## config.mk

```make
export PLATFORM = sky130hd
export DESIGN_NAME = char_fetch_flat
export DESIGN_NICKNAME = d
export VERILOG_FILES = /design/src/rtl/char_video_pkg.sv /design/src/rtl/char_fetch_if.sv /design/src/rtl/char_row_addr.sv /design/src/rtl/char_fetch.sv /design/src/flat_wrapper.sv
export SDC_FILE = /design/constraint.sdc
export NUM_CORES = 1
export LEC_CHECK = 0
export CORE_MARGIN = 2
export CORE_UTILIZATION = 46
export CTS_CLUSTER_SIZE = 16
export DETAILED_ROUTE_END_ITERATION = 7
export PLACE_DENSITY = 0.83
export SYNTH_ARGS = -nofsm -noshare
export SYNTH_HDL_FRONTEND = slang
export SYNTH_SLANG_ARGS = --single-unit
```

## constraint.sdc

```tcl
create_clock -name PIXCLK -period 2.05 [get_ports PIXCLK]
set_input_delay 0.615 -clock PIXCLK [delete_from_list [all_inputs] [get_ports PIXCLK]]
set_output_delay 0.615 -clock PIXCLK [all_outputs]
set_load 0.01 [all_outputs]
```

## src/rtl/char_video_pkg.sv

```systemverilog
// Shared definitions for the text-mode character video path.
// Field positions, widths and the fetch latency the sync generator also relies on.
package char_video_pkg;

   localparam int CHAR_W        = 8;
   localparam int PIX_IDX_W     = 3;
   localparam int FETCH_LATENCY = 5;

   localparam int ATTR_FG_MSB = 7;
   localparam int ATTR_FG_LSB = 4;
   localparam int ATTR_BG_MSB = 3;
   localparam int ATTR_BG_LSB = 0;

   typedef struct packed {
      logic [ATTR_FG_MSB-ATTR_FG_LSB:0] fg;
      logic [ATTR_BG_MSB-ATTR_BG_LSB:0] bg;
   } attr_t;

   // Forces a byte to zero for samples outside the visible area.
   function automatic logic [CHAR_W-1:0] blank_gate(input logic act, input logic [CHAR_W-1:0] val);
      logic [CHAR_W-1:0] res;
      if (act) begin
         res = val;
      end else begin
         res = {CHAR_W{1'b0}};
      end
      return res;
   endfunction

endpackage

```

## src/rtl/char_fetch_if.sv

```systemverilog
// Raster, memory and pixel-stage signals of the character fetch block.
// The slave side is char_fetch; the master side is its environment.
interface char_fetch_if
   import char_video_pkg::*;
#(
   parameter int H_W      = 10,
   parameter int V_W      = 10,
   parameter int TA_W     = 12,
   parameter int ROW_BITS = 4
);

   logic [H_W-1:0]             H_COUNT;
   logic [V_W-1:0]             V_COUNT;
   logic                       ACTIVE;
   logic [TA_W-1:0]            TEXT_ADDR;
   logic [CHAR_W-1:0]          TEXT_CHAR;
   logic [CHAR_W-1:0]          TEXT_ATTR;
   logic [CHAR_W+ROW_BITS-1:0] FONT_ADDR;
   logic [CHAR_W-1:0]          FONT_DATA;
   logic [CHAR_W-1:0]          DATA;
   logic [CHAR_W-1:0]          ATTR;
   logic [PIX_IDX_W-1:0]       PIXEL;
   logic                       BLANK;

   modport master (
      output H_COUNT, V_COUNT, ACTIVE, TEXT_CHAR, TEXT_ATTR, FONT_DATA,
      input  TEXT_ADDR, FONT_ADDR, DATA, ATTR, PIXEL, BLANK
   );

   modport slave (
      input  H_COUNT, V_COUNT, ACTIVE, TEXT_CHAR, TEXT_ATTR, FONT_DATA,
      output TEXT_ADDR, FONT_ADDR, DATA, ATTR, PIXEL, BLANK
   );

endinterface

```

## src/rtl/char_row_addr.sv

```systemverilog
// Tracks the text RAM address of column 0 of the current character row.
// Updated once per line, on the first horizontal-blank pixel.
module char_row_addr
   import char_video_pkg::*;
#(
   parameter int COLS     = 80,
   parameter int ROW_BITS = 4,
   parameter int V_ACTIVE = 480,
   parameter int H_W      = 10,
   parameter int V_W      = 10,
   parameter int TA_W     = 12
) (
   input  logic            PIXCLK,
   input  logic            RESET_N,
   input  logic [H_W-1:0]  i_h_count,
   input  logic [V_W-1:0]  i_v_count,
   output logic [TA_W-1:0] o_row_base
);

   localparam logic [H_W-1:0]  HBLANK_START = H_W'(COLS * 8);
   localparam logic [V_W-1:0]  V_LAST       = V_W'(V_ACTIVE - 1);
   localparam logic [TA_W-1:0] ROW_STRIDE   = TA_W'(COLS);

   logic [TA_W-1:0] r_row_base;
   logic [TA_W-1:0] w_row_base_nxt;

   // Next row base: frame restart wins over row advance.
   always_comb begin
      w_row_base_nxt = r_row_base;
      if (i_h_count == HBLANK_START) begin
         if (i_v_count >= V_LAST) begin
            w_row_base_nxt = {TA_W{1'b0}};
         end else if (&i_v_count[ROW_BITS-1:0]) begin
            w_row_base_nxt = r_row_base + ROW_STRIDE;
         end else begin
            w_row_base_nxt = r_row_base;
         end
      end else begin
         w_row_base_nxt = r_row_base;
      end
   end

   // Row base register.
   always_ff @(posedge PIXCLK) begin
      if (!RESET_N) begin
         r_row_base <= {TA_W{1'b0}};
      end else begin
         r_row_base <= w_row_base_nxt;
      end
   end

   assign o_row_base = r_row_base;

endmodule

```

## src/rtl/char_fetch.sv

```systemverilog
// Character fetch pipeline: raster counters in, glyph row byte, attribute,
// pixel index and blank out, all registered, FETCH_LATENCY clocks later.
module char_fetch
   import char_video_pkg::*;
#(
   parameter int COLS     = 80,
   parameter int ROW_BITS = 4,
   parameter int V_ACTIVE = 480,
   parameter int H_W      = 10,
   parameter int V_W      = 10,
   parameter int TA_W     = 12
) (
   input  logic        PIXCLK,
   input  logic        RESET_N,
   char_fetch_if.slave bus
);

   localparam int FA_W = CHAR_W + ROW_BITS;

   generate
      if (COLS * (V_ACTIVE >> ROW_BITS) > (1 << TA_W)) begin : g_bad_ta_w
         $error("char_fetch: TA_W too narrow for COLS x character rows");
      end
      if (FETCH_LATENCY != 5) begin : g_bad_latency
         $error("char_fetch: pipeline depth is fixed at 5 clocks");
      end
   endgenerate

   logic [TA_W-1:0] w_row_base;

   char_row_addr #(
      .COLS     (COLS),
      .ROW_BITS (ROW_BITS),
      .V_ACTIVE (V_ACTIVE),
      .H_W      (H_W),
      .V_W      (V_W),
      .TA_W     (TA_W)
   ) u_row_addr (
      .PIXCLK     (PIXCLK),
      .RESET_N    (RESET_N),
      .i_h_count  (bus.H_COUNT),
      .i_v_count  (bus.V_COUNT),
      .o_row_base (w_row_base)
   );

   logic [TA_W-1:0]      r_text_addr;
   logic [FA_W-1:0]      r_font_addr;
   logic [CHAR_W-1:0]    r_data;
   logic [CHAR_W-1:0]    r_attr;
   logic [PIX_IDX_W-1:0] r_pixel;
   logic                 r_blank;

   logic [ROW_BITS-1:0]  r_row1, r_row2;
   logic [PIX_IDX_W-1:0] r_pix1, r_pix2, r_pix3, r_pix4;
   logic                 r_act1, r_act2, r_act3, r_act4;
   logic                 r_vld1, r_vld2;
   attr_t                r_attr3, r_attr4;

   // Address issue, memory alignment and side-band delay lines.
   always_ff @(posedge PIXCLK) begin
      if (!RESET_N) begin
         r_text_addr <= {TA_W{1'b0}};
         r_font_addr <= {FA_W{1'b0}};
         r_data      <= {CHAR_W{1'b0}};
         r_attr      <= {CHAR_W{1'b0}};
         r_pixel     <= {PIX_IDX_W{1'b0}};
         r_blank     <= 1'b1;
         r_row1      <= {ROW_BITS{1'b0}};
         r_row2      <= {ROW_BITS{1'b0}};
         r_pix1      <= {PIX_IDX_W{1'b0}};
         r_pix2      <= {PIX_IDX_W{1'b0}};
         r_pix3      <= {PIX_IDX_W{1'b0}};
         r_pix4      <= {PIX_IDX_W{1'b0}};
         r_act1      <= 1'b0;
         r_act2      <= 1'b0;
         r_act3      <= 1'b0;
         r_act4      <= 1'b0;
         r_vld1      <= 1'b0;
         r_vld2      <= 1'b0;
         r_attr3     <= attr_t'({CHAR_W{1'b0}});
         r_attr4     <= attr_t'({CHAR_W{1'b0}});
      end else begin
         r_text_addr <= w_row_base + TA_W'(bus.H_COUNT[H_W-1:PIX_IDX_W]);
         r_row1      <= bus.V_COUNT[ROW_BITS-1:0];
         r_pix1      <= bus.H_COUNT[PIX_IDX_W-1:0];
         r_act1      <= bus.ACTIVE;
         r_vld1      <= 1'b1;

         r_row2      <= r_row1;
         r_pix2      <= r_pix1;
         r_act2      <= r_act1;
         r_vld2      <= r_vld1;

         // RAM word for r_text_addr is on TEXT_CHAR/TEXT_ATTR now.
         r_font_addr <= r_vld2 ? {bus.TEXT_CHAR, r_row2} : {FA_W{1'b0}};
         r_attr3     <= attr_t'(bus.TEXT_ATTR);
         r_pix3      <= r_pix2;
         r_act3      <= r_act2 & r_vld2;

         r_attr4     <= r_attr3;
         r_pix4      <= r_pix3;
         r_act4      <= r_act3;

         r_data      <= blank_gate(r_act4, bus.FONT_DATA);
         r_attr      <= blank_gate(r_act4, r_attr4);
         r_pixel     <= r_pix4;
         r_blank     <= ~r_act4;
      end
   end

   assign bus.TEXT_ADDR = r_text_addr;
   assign bus.FONT_ADDR = r_font_addr;
   assign bus.DATA      = r_data;
   assign bus.ATTR      = r_attr;
   assign bus.PIXEL     = r_pixel;
   assign bus.BLANK     = r_blank;

endmodule

```

## src/flat_wrapper.sv

```systemverilog
// flat-port wrapper written by rule: the top's interface ports become plain ports
module char_fetch_flat import char_video_pkg::*;
#(
   parameter int COLS     = 80,
   parameter int ROW_BITS = 4,
   parameter int V_ACTIVE = 480,
   parameter int H_W      = 10,
   parameter int V_W      = 10,
   parameter int TA_W     = 12
)
  (PIXCLK, RESET_N, bus_H_COUNT, bus_V_COUNT, bus_ACTIVE, bus_TEXT_CHAR, bus_TEXT_ATTR, bus_FONT_DATA, bus_TEXT_ADDR, bus_FONT_ADDR, bus_DATA, bus_ATTR, bus_PIXEL, bus_BLANK);
  char_fetch_if #(.H_W(H_W), .V_W(V_W), .TA_W(TA_W), .ROW_BITS(ROW_BITS)) bus_i ();
  input  logic PIXCLK;
  input  logic RESET_N;
  input wire logic [$bits(bus_i.H_COUNT)-1:0] bus_H_COUNT;
  input wire logic [$bits(bus_i.V_COUNT)-1:0] bus_V_COUNT;
  input wire logic [$bits(bus_i.ACTIVE)-1:0] bus_ACTIVE;
  input wire logic [$bits(bus_i.TEXT_CHAR)-1:0] bus_TEXT_CHAR;
  input wire logic [$bits(bus_i.TEXT_ATTR)-1:0] bus_TEXT_ATTR;
  input wire logic [$bits(bus_i.FONT_DATA)-1:0] bus_FONT_DATA;
  output wire logic [$bits(bus_i.TEXT_ADDR)-1:0] bus_TEXT_ADDR;
  output wire logic [$bits(bus_i.FONT_ADDR)-1:0] bus_FONT_ADDR;
  output wire logic [$bits(bus_i.DATA)-1:0] bus_DATA;
  output wire logic [$bits(bus_i.ATTR)-1:0] bus_ATTR;
  output wire logic [$bits(bus_i.PIXEL)-1:0] bus_PIXEL;
  output wire logic [$bits(bus_i.BLANK)-1:0] bus_BLANK;
  assign bus_i.H_COUNT = bus_H_COUNT;
  assign bus_i.V_COUNT = bus_V_COUNT;
  assign bus_i.ACTIVE = bus_ACTIVE;
  assign bus_i.TEXT_CHAR = bus_TEXT_CHAR;
  assign bus_i.TEXT_ATTR = bus_TEXT_ATTR;
  assign bus_i.FONT_DATA = bus_FONT_DATA;
  assign bus_TEXT_ADDR = bus_i.TEXT_ADDR;
  assign bus_FONT_ADDR = bus_i.FONT_ADDR;
  assign bus_DATA = bus_i.DATA;
  assign bus_ATTR = bus_i.ATTR;
  assign bus_PIXEL = bus_i.PIXEL;
  assign bus_BLANK = bus_i.BLANK;
  char_fetch #(.COLS(COLS), .ROW_BITS(ROW_BITS), .V_ACTIVE(V_ACTIVE), .H_W(H_W), .V_W(V_W), .TA_W(TA_W)) u_core (.PIXCLK(PIXCLK), .RESET_N(RESET_N), .bus(bus_i));
endmodule
```

==> results_dict.tcl, run 1 <==
set metrics [dict create \
    combPwrFrac_pct 6.7 \
    postLayoutCellArea_um2 4280 \
    setup_viol 0 \
    grt_max_degree 68 \
    syn-cell-area_um2 3020 \
    powerDensity_nw_per_um2 802 \
    ir_worst_vdd_mv 0.640 \
    die_area_um2 7240 \
    p_sw_mw 0.727 \
    async_flop_share_pct 0 \
    synth_edf_count 0 \
    yosysWarningCount 0 \
    io_buffers 90 \
    crit_top_cell "a21oi_1" \
    wl_per_cell_um 13.6 \
    crit_path_start_kind "input port" \
    drive_above_1_share_pct 9.11 \
    min_period_ps 2020 \
    cts_root_buf "clkbuf_8" \
    tns_ps 0 \
    antenna_found_initial 0 \
    slew_violations 0 \
    first_global_vias 2236 \
    cp_slowest_cell "clkdlybuf4s50_1" \
    path_clk_slew_ps 90 \
    avgViaCountPerCell 4.94 \
    pin_count 91 \
    clock_sinks 94 \
    p_leak_nw 1.78 \
    worstPathArrival_ps 2290 \
    ys.flop_type "dfxtp_1" \
    htreeDepth 3 \
    yosysTopAreaCell "dfxtp_1" \
    grt_pass1_wl_um 10300 \
    fin_crit_sh_pct 98.4 \
    initialDrtViolationCount 98 \
    ant_nets 0 \
    max_cap_viol_count 0 \
    cp_num_buf_inv 2 \
    netlist.area_leader.share_pct 62.2 \
    area_delta_synth_final_pct 41.7 \
    track_usage_pct 18.0 \
    fp.dieW_um 85.1 \
    cts_tree "built" \
    pwr-share-clk_pct 38.4 \
    ys_top_cells_by_area "dfxtp_1 (62%), and2_1 (9.5%), and3_1 (6.2%)" \
    wl_met1_um 2780 \
    cp-end-kind "flop" \
    path_max_fanout 5 \
    drt-total-wl_um 6250 \
    hold_path_class "flop to flop" \
    nets 432 \
    route.met2.wl_um 2880 \
    placedCellCount 446 \
    hold_violations 0 \
    dp_hpwl_um 4440 \
    drt_drc_violations_left 0 \
    cp_top_family "buffers and inverters" \
    synth-seq-cells 94 \
    status "finished clean" \
    crit_type "input port to flop" \
    place_area_um2 4050 \
    synth_nets 333 \
    path_cells "clkdlybuf4s50_1, ha_4, a21o_1, a21oi_1, buf_4, or3_1, a21oi_1" \
    instances_no_fill 461 \
    cts_max_path_buffers 2 \
    seq_power_share_pct 54.9 \
    intPower_mw 2.71 \
    crit_required_ps 2320 \
    core_um2 6350 \
    vias 2276 \
    cpPeakStageDelay_ps 470 \
    numCtsBuffers 9 \
    routabilityCongestion 0.767 \
    insertedDiodeCount 0 \
    synth.distinct_cells 36 \
    finalPower_mw 3.43 \
    clk_latency_ps 340 \
    start_util_pct 47.6 \
    die_h_um 85.1 \
    fin_worst_skew_ps 5.58 \
    synth_seq_area_share_pct 62.2 \
    power_switching_share_pct 21.2 \
    rows 29 \
    fmaxAchievable_ghz 0.496 \
    first_pass_iters 4 \
    grt-ovfl-total 0 \
    postCtsHoldBufs 0 \
    wl_met3_um 528 \
    synthCells 281 \
    syn_area_per_cell_um2 10.8 \
    maxUsedRoutingLayer "met4" \
    whs_ps 436 \
]
metal layers:
metal	up-vias	track usage [%]
met5	-	0
met4	0	7.36
met3	7	6.13
met2	92	29.3
met1	1020	22.0
li1	1157	-
metrics by stage:
step,setup WS (ps),util [%]
4_1_cts,0.212,67.2
6_report,32.5,67.5
5_1_grt,-2.28,67.5
3_3_place_gp,-242,63.8
2_1_floorplan,241,-
3_5_place_dp,-367,63.8
Yosys cell counts (all sizes together) (3+ instances only):
| library cell | number |
|---|---|
| dfxtp | 94 |
| and2 | 47 |
| and3 | 30 |
| a21oi | 15 |
| clkbuf | 13 |
| nor2 | 11 |
| nand2 | 10 |
| o21ai | 10 |
| nand4 | 7 |
| ha | 5 |
| nand3 | 5 |
| or3 | 4 |
| o2111ai | 3 |
| xor2 | 3 |
sequential cells by signal (all words and copies together), names as in the netlist:
register                      count
u_core.r_pix3                     3
u_core.bus.DATA                   8
u_core.r_pix1                     3
u_core.r_vld1                     1
u_core.bus.PIXEL                  3
u_core.bus.BLANK                  1
u_core.r_row1                     4
u_core.r_vld2                     1
u_core.r_attr3                    8
u_core.u_row_addr.o_row_base      8
u_core.r_act1                     1
u_core.bus.ATTR                   8
u_core.r_attr4                    8
u_core.r_row2                     4
u_core.bus.TEXT_ADDR             12
u_core.r_act4                     1
u_core.r_act3                     1
u_core.bus.FONT_ADDR             12
u_core.r_pix2                     3
u_core.r_act2                     1
u_core.r_pix4                     3
layout by cell type, fill, tap and decap left out, types with 7 or more instances in the layout:
master           netlist  layout
and3_1                30      30
dfxtp_1               94      94
clkbuf_8               0       9
clkdlybuf4s50_1        0      89
and2_1                46      46
nand2_1               10      10
nand4_1                7       7
a21oi_1               15      15
buf_4                  0      13
nor2_1                11      11
path summary, 6_finish.rpt:
kind / slack, ps / depth (start not counted) / to / from
worst max-delay path: 30 / 7 / u_core.bus.TEXT_ADDR[11] / bus_H_COUNT[8]
worst min-delay path: 440 / 1 / u_core.bus.PIXEL[1] / u_core.r_pix4[1]
worst max register to register: 400 / 6 / u_core.bus.TEXT_ADDR[11] / u_core.u_row_addr.o_row_base[5]
worst min register to register: 440 / 1 / u_core.bus.PIXEL[1] / u_core.r_pix4[1]
power by group through the flow:
stage / sequential (mW) / combinational (mW) / clock [mW]
global placement: 1.93 / 0.223 / 0
floorplan: 1.93 / 0.0708 / 0
global route: 1.89 / 0.251 / 1.42
detailed placement: 1.93 / 0.227 / 0
finish: 1.89 / 0.230 / 1.32
CTS: 1.89 / 0.230 / 1.35
cell type report:
class                           count  area (um^2)
Inverter                            2         7.51
Multi-Input combinational cell    170         1090
Tap cell                           77         96.3
Sequential cell                    94         1880
Clock buffer                        9          124
Fill cell                         476         2070
Timing Repair Buffer              103          993
Clock inverter                      6         92.6
logic make-up after synthesis:
group                      synth area share [%]
other                                     0.124
adders and majority gates                  2.07
buffers and inverters                      2.40
xor gates and xnor gates                   1.45
and+or+nand+nor                            23.9
DFF                                        62.2
AOI/OAI and AO/OA                          7.82
repair_timing:
action / 4_1_cts / 5_1_grt
setup endpoints to repair: 0 / 3
setup buffers: 0 / 0
resized for setup: 0 / 2
Note: power is estimated with default switching activity, not from simulation.
==> run 2: changes to the inputs <==
CORE_UTILIZATION = 43   (was 46)
PLACE_DENSITY = 0.79   (was 0.83)
==> results_dict.tcl, run 2 (synthesized netlist as in run 1, its figures left out) <==
set metrics [dict create \
    place_area_um2 4070 \
    cts_tree "built" \
    p_sw_mw 0.731 \
    initialDrtViolationCount 82 \
    intPower_mw 2.71 \
    routabilityCongestion 0.723 \
    dp_hpwl_um 4290 \
    cts_max_path_buffers 2 \
    wl_met3_um 556 \
    start_util_pct 44.5 \
    status "finished clean" \
    first_pass_iters 4 \
    fp.dieW_um 87.9 \
    seq_power_share_pct 54.9 \
    grt_pass1_wl_um 9710 \
    final_core_util_pct 63.4 \
    io_buffers 90 \
    track_usage_pct 16.4 \
    core_um2 6790 \
    pwr-share-clk_pct 38.5 \
    cp-end-kind "flop" \
    die_area_um2 7720 \
    mostFrequentLayoutCell "dfxtp_1" \
    maxUsedRoutingLayer "met4" \
    worstPathArrival_ps 2160 \
    wl_per_cell_um 12.7 \
    rsz0062_at_grt "no" \
    drt-total-wl_um 6100 \
    clock_sinks 94 \
    crit_path_start_kind "input port" \
    fmaxAchievable_ghz 0.536 \
    setup_viol 0 \
    htreeDepth 3 \
    fin_crit_sh_pct 90.9 \
    numCtsBuffers 9 \
    insertedDiodeCount 0 \
    antenna_found_initial 0 \
    fin_worst_skew_ps 7.82 \
    first_global_vias 2153 \
    slew_violations 0 \
    wl_met1_um 2650 \
    ir_worst_vdd_mv 0.463 \
    grt-ovfl-total 0 \
    grt_max_degree 57 \
    crit_type "input port to flop" \
    clk_latency_ps 350 \
    combPwrFrac_pct 6.7 \
    route.met2.wl_um 2770 \
    p_leak_nw 1.79 \
    area_delta_synth_final_pct 42.5 \
    hold_path_class "flop to flop" \
    path_clk_slew_ps 90 \
    path_max_fanout 5 \
    powerDensity_nw_per_um2 797 \
    pin_count 91 \
    ant_nets 0 \
    crit_required_ps 2340 \
    rows 30 \
    postCtsHoldBufs 0 \
    die_h_um 87.9 \
    cts_root_buf "clkbuf_8" \
    nets 432 \
    power_switching_share_pct 21.3 \
    drt_drc_violations_left 0 \
    avgViaCountPerCell 4.83 \
    min_period_ps 1860 \
    final_cell_mix "dfxtp_1 (94), clkdlybuf4s50_1 (88), and2_1 (46), and3_1 (30), a21oi_1 (15)" \
    postLayoutCellArea_um2 4310 \
    drive_above_1_share_pct 9.11 \
    hold_violations 0 \
    max_cap_viol_count 0 \
    vias 2318 \
]
## run 2: cell types whose count changed in the layout (fill, tap and decap cells not counted)
cell,previous run,this run
clkdlybuf4s50_1,89,88
dlymetal6s2s_1,0,1
## run 2: path summary, 6_finish.rpt
check                                  startpoint                  endpoint  slack (ps)  cells after the start
setup / recovery                   bus_H_COUNT[7]  u_core.bus.TEXT_ADDR[11]         190                      7
hold / removal                   u_core.r_pix1[0]          u_core.r_pix2[0]         430                      1
setup reg to reg  u_core.u_row_addr.o_row_base[5]  u_core.bus.TEXT_ADDR[11]         430                      6
hold reg to reg                  u_core.r_pix1[0]          u_core.r_pix2[0]         430                      1
## run 2: what timing repair did
item,4_1_cts,5_1_grt
setup buffers,0,0
setup endpoints to repair,0,4
gates resized for setup,0,3
## run 2: power groups by stage
stage,Sequential [mW],Combinational (mW),Clock (mW)
finish,1.89,0.229,1.32
CTS,1.89,0.229,1.35
global placement,1.93,0.225,0
detailed placement,1.93,0.228,0
floorplan,1.93,0.0708,0
global route,1.89,0.251,1.41
## run 2: routing by layer
metal	up-vias	global-route usage, %
li1	1157	-
met1	1050	19.0
met2	100	26.9
met3	11	4.90
met4	0	9.23
met5	-	0
## run 2: area by class of cell
type                    count  area (um^2)
well taps                  96          120
flip-flops and latches     94         1880
multi-input cells         170         1090
clock buffers               9          124
fillers                   565         2480
clock inverters             6         92.6
repair buffers            103          996
inverters                   2         7.51
## run 2: worst max-delay path: stages
cell             delay (ps)
clkdlybuf4s50_1         480
ha_1                    180
a21o_1                  170
a21oi_1                  80
buf_4                   150
or3_1                   340
a21oi_1                 150
## run 2: through the flow
stage                     hold slack [ps]  setup TNS [ps]  setup slack [ps]  std cells  total power [mW]
after global placement                413           -1530              -242        465              2.15
final                                 434               0               186        480              3.44
after floorplan                       412               0               241        281              2.00
after detailed placement              417           -2340              -348        465              2.16
after CTS                             436               0              29.1        480              3.47
after global routing                  448               0              71.9        480              3.55
==> run 3: changes to the inputs <==
ABC_AREA = 1   (was not set)
CORE_MARGIN = not set   (was 2)
PLACE_DENSITY = 0.78   (was 0.79)
clock period = 1.8 ns   (was 2.05 ns; I/O delays follow)
==> results_dict.tcl, run 3 <==
set metrics [dict create \
    status "finished clean" \
    cp-end-kind "flop" \
    worstHoldStart "u_core.r_attr4[3]" \
    drive_above_1_share_pct 10.9 \
    start_util_pct 45.1 \
    ys_top_cells_by_area "dfxtp_1 (57%), nand2_1 (12%), inv_1 (11%)" \
    numCtsBuffers 9 \
    postCtsHoldBufs 0 \
    syn-cell-area_um2 3320 \
    worstPathArrival_ps 2040 \
    timing.final.ws_setup_ps 14.5 \
    critPathLaunch "bus_H_COUNT[8]" \
    grt_max_degree 47 \
    io_buffers 90 \
    synth_most_common_cell "nand2_1" \
    mostFrequentLayoutCell "nand2_1" \
    antenna_found_initial 0 \
    ys.flop_type "dfxtp_1" \
    first_pass_iters 4 \
    endpoint "u_core.bus.TEXT_ADDR[10]" \
    n_fill_cell 636 \
    r2r_setup_slack_ps 290 \
    instances_no_fill 630 \
    initialDrtViolationCount 82 \
    area_delta_synth_final_pct 39.2 \
    ant_nets 0 \
    place_area_um2 4400 \
    clock_sinks 94 \
    async_flop_share_pct 0 \
    clk_latency_ps 350 \
    p_leak_nw 2.53 \
    synth_edf_count 0 \
    vias 2665 \
    first_global_vias 2529 \
    dp_hpwl_um 4620 \
    cts_root_buf "clkbuf_8" \
    fin_worst_skew_ps 11.5 \
    fp.dieW_um 89.9 \
    whs_ps 411 \
    hold_path_class "flop to flop" \
    max_cap_viol_count 0 \
    postLayoutCellArea_um2 4620 \
    cts_max_path_buffers 2 \
    rows 31 \
    tns_ps 0 \
    rsz0062_at_grt "yes" \
    crit_type "input port to flop" \
    synth_nets 473 \
    synth.distinct_cells 24 \
    reg2reg_from "u_core.u_row_addr.o_row_base[5]" \
    final_cell_mix "nand2_1 (106), inv_1 (101), dfxtp_1 (94), clkdlybuf4s50_1 (79), nor2_1 (50)" \
    setup_viol 0 \
    finalPower_mw 3.72 \
    die_area_um2 8080 \
    nets 578 \
    yosysWarningCount 0 \
    htreeDepth 3 \
    core_um2 7370 \
    slew_violations 0 \
    insertedDiodeCount 0 \
    fin_crit_sh_pct 99.2 \
    worst_pin_slew_ps 505 \
    multi_input_area_um2 1000 \
    wl_per_cell_um 9.91 \
    hold_violations 0 \
    crit_required_ps 2060 \
    routabilityCongestion 0.876 \
    powerDensity_nw_per_um2 805 \
    placedCellCount 613 \
    crit_path_start_kind "input port" \
    yosysTopAreaCell "dfxtp_1" \
    path_clk_slew_ps 100 \
    fmaxAchievable_ghz 0.560 \
    drt-total-wl_um 6240 \
    synthCells 421 \
    pin_count 91 \
    netlist.area_leader.share_pct 56.6 \
    path_max_fanout 6 \
    ir_worst_vdd_mv 0.429 \
    syn_area_per_cell_um2 7.89 \
    ys_top_cells_by_count "nand2_1 (107), inv_1 (101), dfxtp_1 (94), nor2_1 (50), nand3_1 (15)" \
    track_usage_pct 16.6 \
    grt_pass1_wl_um 10900 \
    ff2ff_path_depth 7 \
    reg2reg_to "u_core.bus.TEXT_ADDR[10]" \
    dp_worst_setup_slack_ps -294 \
    die_h_um 89.9 \
    avgViaCountPerCell 4.23 \
    cts_tree "built" \
    final_core_util_pct 62.7 \
    register_area_um2 1880 \
    drt_drc_violations_left 0 \
    min_period_ps 1790 \
    synth-seq-cells 94 \
    grt-ovfl-total 0 \
    slew_headroom_pct 66.2 \
    synth_seq_area_share_pct 56.6 \
]
-- run 3: cell count changes in the layout (fill, tap and decap cells not counted), moves of 9 or more --
cell | before | now
nor2_1 | 11 | 50
and2_1 | 46 | 0
nand2_1 | 10 | 106
nand3_1 | 5 | 15
and3_1 | 30 | 0
clkdlybuf4s50_1 | 88 | 79
inv_1 | 2 | 101
-- run 3: layout make-up --
type	instances	share of cell area (%)
Tap cell	99	2.68
Clock inverter	7	1.35
Clock buffer	9	2.68
Inverter	104	8.55
Multi-Input combinational cell	213	21.7
Timing Repair Buffer	104	22.4
Sequential cell	94	40.7
-- run 3: logic make-up (layout without fill, tap and decap cells) --
| logic type | Yosys count | count (layout) | synth area share [%] |
|---|---|---|---|
| AND/OR/NAND/NOR | 187 | 187 | 23.7 |
| buffers and inverters | 114 | 224 | 13.5 |
| flip-flops | 94 | 94 | 56.6 |
| AO/OA/AOI/OAI | 20 | 20 | 4.18 |
| adder cells (fa/ha/maj) | 5 | 5 | 1.88 |
| other | 1 | 1 | 0.113 |
-- run 3: metal layers --
layer | wire length [um] | up-vias | track usage, %
met5 | 0 | - | 0
met4 | 94 | 0 | 5.91
met3 | 384 | 8 | 4.40
met2 | 3070 | 81 | 30.7
met1 | 2700 | 1164 | 18.3
li1 | - | 1412 | -
-- run 3: worst min path at each step --
stage	end	slack [ps]	cells past startpoint
3_3_place_gp	u_core.r_row2[3]	390	2
5_1_grt	u_core.r_row2[3]	430	2
6_report	u_core.bus.ATTR[3]	410	2
4_1_cts	u_core.bus.ATTR[3]	410	2
3_5_place_dp	u_core.bus.ATTR[3]	400	2
2_1_floorplan	u_core.bus.PIXEL[0]	390	2
-- run 3: worst max-delay path, cell delays in order --
cell	delay, ps
clkdlybuf4s50_1	420
ha_1	340
a21oi_2	60
buf_4	140
o21bai_4	200
nand2_1	130
a21oi_1	140
nor2_1	60
-- run 3: report_power, final --
group | internal (mW) | switching, mW | leakage (nW)
sequential | 2.13 | 0.0131 | 0.768
clock | 0.533 | 0.747 | 0.0980
combinational | 0.167 | 0.126 | 1.66
-- run 3: what timing repair did --
action                                  4_1_cts  5_1_grt
setup buffers                                 0        1
pin swaps                                     0        2
resized for setup                             1       12
endpoints found under the setup margin        1       10
